### config.mk
export PLATFORM = sky130hd
export DESIGN_NAME = bin_bcd_converter
export DESIGN_NICKNAME = d
export VERILOG_FILES = /design/src/rtl/bin_bcd_converter.sv
export SDC_FILE = /design/constraint.sdc
export NUM_CORES = 1
export LEC_CHECK = 0
export BUFFER_PORTS_ARGS = -buffer_cell sky130_fd_sc_hd__buf_2
export CAP_MARGIN = 20
export CELL_PAD_IN_SITES_DETAIL_PLACEMENT = 0
export CELL_PAD_IN_SITES_GLOBAL_PLACEMENT = 1
export CORE_ASPECT_RATIO = 0.7
export CORE_MARGIN = 8
export CORE_UTILIZATION = 35
export DETAILED_ROUTE_END_ITERATION = 10
export MAX_ROUTING_LAYER = met4
export PLACE_DENSITY = 0.72
export RECOVER_POWER = 50
export SLEW_MARGIN = 20
export SYNTH_ARGS = -nofsm -noshare
export SYNTH_HDL_FRONTEND = slang
export SYNTH_SLANG_ARGS = --single-unit
### constraint.sdc
create_clock -name CLK -period 3.4 [get_ports CLK]
set_clock_uncertainty 0.1 [all_clocks]
set_input_delay 0.17 -clock CLK [delete_from_list [all_inputs] [get_ports CLK]]
set_output_delay 0.17 -clock CLK [all_outputs]
set_load 0.05 [all_outputs]
### src/rtl/bin_bcd_converter.sv
// Sequential binary-to-BCD converter (shift-and-add-3). One bit costs a CHECK and a SHIFT
// cycle, plus one LOAD cycle, so a result lands 2*BIN_WIDTH+1 edges after capture.
module bin_bcd_converter #(
  parameter int BIN_WIDTH = 10
) (
  input  logic                 CLK,
  input  logic                 RST,
  input  logic                 START,
  input  logic [BIN_WIDTH-1:0] BIN,
  output logic [15:0]          BCDOUT,
  output logic                 DONE,
  output logic                 BUSY
);

  localparam int CNT_W = (BIN_WIDTH < 2) ? 1 : $clog2(BIN_WIDTH + 1);
  localparam logic [CNT_W-1:0] LAST_BIT = CNT_W'(BIN_WIDTH - 1);

  typedef enum logic [1:0] {
    IDLE  = 2'd0,
    CHECK = 2'd1,
    SHIFT = 2'd2,
    LOAD  = 2'd3
  } state_t;

  state_t               state_reg;
  state_t               state_next;
  logic [BIN_WIDTH-1:0] bin_reg;
  logic [15:0]          scratch_reg;
  logic [15:0]          scratch_adj;
  logic [CNT_W-1:0]     cnt_reg;
  logic [15:0]          bcd_reg;
  logic                 done_reg;
  logic                 capture;
  logic                 load_en;

  always_ff @(posedge CLK or posedge RST) begin
    if (RST) begin
      state_reg <= IDLE;
    end else begin
      state_reg <= state_next;
    end
  end

  always_comb begin
    state_next = state_reg;
    case (state_reg)
      IDLE:    if (START) state_next = CHECK;
      CHECK:   state_next = SHIFT;
      SHIFT:   state_next = (cnt_reg == LAST_BIT) ? LOAD : CHECK;
      LOAD:    state_next = IDLE;
      default: state_next = IDLE;
    endcase
  end

  always_comb begin
    BUSY    = (state_reg != IDLE);
    capture = (state_reg == IDLE) && START;
    load_en = (state_reg == LOAD);
  end

  // Nibble-local +3 correction; no carry ever crosses a digit boundary.
  generate
    for (genvar gi = 0; gi < 4; gi++) begin : g_adj
      assign scratch_adj[gi*4 +: 4] = (scratch_reg[gi*4 +: 4] >= 4'd5)
                                    ? scratch_reg[gi*4 +: 4] + 4'd3
                                    : scratch_reg[gi*4 +: 4];
    end
  endgenerate

  always_ff @(posedge CLK or posedge RST) begin
    if (RST) begin
      bin_reg     <= '0;
      scratch_reg <= '0;
      cnt_reg     <= '0;
      bcd_reg     <= '0;
      done_reg    <= 1'b0;
    end else begin
      done_reg <= load_en;
      if (capture) begin
        bin_reg     <= BIN;
        scratch_reg <= '0;
        cnt_reg     <= '0;
      end
      if (state_reg == CHECK) begin
        scratch_reg <= scratch_adj;
      end
      if (state_reg == SHIFT) begin
        {scratch_reg, bin_reg} <= {scratch_reg[14:0], bin_reg, 1'b0};
        cnt_reg                <= cnt_reg + 1'b1;
      end
      if (load_en) begin
        bcd_reg <= scratch_reg;
      end
    end
  end

  assign BCDOUT = bcd_reg;
  assign DONE   = done_reg;

endmodule

==> run_results.csv <==
group,metric,value,unit
clock_tree,clock_tree.htree_level_count,2,
drt,vias_per_cell,4.72,
clock_tree,max-clock-path-buffers,2,
drt,routed-via-count,1625,
clock_tree,number_of_clock_buffers_inserted_by_tritoncts,5,
critical_path,endpoint_kind,"flip-flop",
drt,finalWirelength,4650,µm
clock_tree,cts_hold_buf,0,
pwr,post-layout-total-power,2640,µW
global_route,grt_pass1_vias,1598,
drt,drt_drc_violations_left,0,
global_route,grt_first_pass_wirelength,7910,µm
critical_path,critical_path_buf_inv_count,0,
outcome,status,"complete, but fails checks",
floorplanning,initial_util,35.6,%
timing,finalMaxSlewViolations,50,
finish,design.final.nets,272,
floorplanning,die_width,114,µm
synth,yosys.cell_types.count,25,
flow_run,maxCapViolCount,1,
floorplanning,area_enclosed_by_the_die_boundary,9710,µm²
finish,final_util,40.6,%
drt,postRouteAntennaNets,0,
floorplanning,standard_cell_row_count,25,
finish,area.growth.synth_to_final,14.1,%
timing,fmaxAchievable,467,MHz
clock_tree,cts_post_setup_buffers_inserted,0,
drt,detailed_router_iteration_count_before_antenna_repair,4,
synth,avgSynthCellArea,10.8,µm²
clock_tree,cts_sinks,49,
timing,final.period_utilization,63.0,%
critical_path,crit_required,3500,ps
critical_path,critical-path-max-stage-delay,550,ps
finish,final-seq-area,1230,µm²
clock_tree,cts-root-buf,"clkbuf_8",
pwr,power_leakage,0.00128,µW
timing,finalHoldViolCount,0,
place,dp.final_hpwl,3120,µm
finish,antenna_cells_inserted,0,
critical_path,path_delay_family,"simple AND/OR/NAND/NOR gates",
timing,total_negative_slack,0,ps
timing,rsz0062_at_grt,"no",
synth,synth-seq-cells,49,
drt,initialDrtViolationCount,104,
critical_path,critical_path_class,"reg -> reg",
finish,nFillCells,673,
pwr,p_per_area,974,nW/µm²
synth,yosysSeqAreaShare,51.7,%
place,place.port_buffers,30,
timing,max_slew.worst_pin.slew,2160,ps
critical_path,start_kind,"flip-flop",
finish,instances_no_fill,344,
pwr,max-vdd-ir-drop,530,µV
clock_tree,postCtsResizedCells,0,
critical_path,worst_r2r_setup_slack,1260,ps
min_path,hold_path_class,"in -> reg",
clock_tree,cts_tree,"built",
timing,final_min_period,2140,ps
critical_path,worst-endpoint-arrival,2250,ps
floorplanning,die_y,84.9,µm
timing,finalSetupViolations,0,
clock_tree,clk_latency,310,ps
critical_path,crit_path_top_delay_cell,"nand2b_1",
global_route,grt_max_degree,50,
synth,synth.net_count,243,
critical_path,timing.critical_path.cells,"nand2b_1, o21ai_1, mux2_2",
synth,mapped_cell_area,2370,µm²
place,count_of_placed_standard_cells_including_taps,335,
finish,drive_gt1_share,16.4,%
finish,multi_input_area,1050,µm²
place,globalplace.congestion,0.809,
synth,post_synthesis_cell_count,220,
global_route,gr-total-overflow,0,
outcome,failed_checks,"max-capacitance violations, max-slew violations",
floorplanning,core-area,6660,µm²
synth,yosys_warnings,0,
global_route,overall_fraction_of_global_route_tracks_in_use,10.5,%
floorplanning,top_level_ports,31,
critical_path,critical_path.max_fanout,21,
drt,drt-wirelength-per-cell,13.5,µm
global_route,number_of_antenna_violations_at_the_first_check_in_global_routing,0,
clock_tree,clk_transition_reported_paths,100,ps
timing,slew_headroom,-44.9,%
-- synth_stat cells (all sizes together) --
library cell  count  area, µm²
clkbuf            3       11.3
o21ai            33        173
o21bai            1       11.3
ha               10        125
a22o              1       8.76
or2               1       6.26
mux2i            14        140
inv              13       48.8
dfrtp            49       1230
nor2b             1       6.26
xor2              8       70.1
nand4             1       6.26
a21oi             9       45.0
buf               7       40.0
a31oi             1       6.26
mux2             20        225
o22ai             9       56.3
nand2            26       97.6
nand2b            7       43.8
nor2              5       18.8
o31ai             1       7.51
-- cell type report --
type,instances,share of cell area (%)
clock buffer,5,2.54
multi-input combinational,148,39.0
timing repair buffer,32,5.41
inverter,13,1.85
clock inverter,3,1.62
tap,94,4.34
sequential,49,45.3
-- layer usage --
layer	part of all wire, %	vias up	track usage [%]
met5	0	-	-
met4	1.1	0	3.25
met3	7.7	8	3.05
met2	38	48	13.8
met1	53	748	14.8
li1	-	821	-
-- tightest hold or removal path, cell delays in order --
cell	delay (ps)
buf_2	70
mux2i_1	50
o21ai_1	100
-- cell families (layout without fill, tap and decap cells) --
family | after synthesis | in the layout | synth area share (%)
mux | 34 | 34 | 15.4
compound gates | 55 | 55 | 13.0
flops | 49 | 49 | 51.7
xor+xnor | 8 | 8 | 2.95
simple gates | 41 | 41 | 7.54
fa+ha+maj | 10 | 10 | 5.27
buf+inv | 23 | 53 | 4.22
-- layout by cell type (no fill, tap or decap), drive strengths merged, types with 5 or more instances in the layout --
cell type	instances
nand2	26
nand2b	7
mux2	20
o21ai	33
nor2	5
ha	10
clkbuf	22
mux2i	14
buf	14
xor2	8
inv	13
o22ai	9
a21oi	9
dfrtp	49
-- report_power, final --
part	internal [µW]	switching (µW)
Combinational	424	794
Clock	221	203
Sequential	809	187
Total	1450	1180
-- metrics by stage --
| stage | worst slack, ps | hold slack (ps) | cell area, µm² |
|---|---|---|---|
| global placement | 1160 | 345 | 2600 |
| detailed placement | 1080 | 353 | 2600 |
| floorplan | 1770 | 252 | 2370 |
| finish | 1260 | 34.3 | 2710 |
| global route | 894 | 24.0 | 2710 |
| CTS | 1090 | 25.6 | 2710 |
-- final timing paths --
kind | end | cells past startpoint | startpoint
max | scratch_reg[5]$_DFFE_PP0P_ | 3 | state_reg[1]$_DFFE_PP0P_
min | bin_reg[7]$_DFFE_PP0P_ | 3 | BIN[7]
max reg2reg | scratch_reg[5]$_DFFE_PP0P_ | 3 | state_reg[1]$_DFFE_PP0P_
min reg2reg | BCDOUT[5]$_DFFE_PP0P_ | 2 | BCDOUT[5]$_DFFE_PP0P_
max in group asynchronous | BCDOUT[11]$_DFFE_PP0P_ | 3 | RST
min in group asynchronous | cnt_reg[3]$_DFFE_PP0P_ | 3 | RST
(Power assumes the default switching activity.)
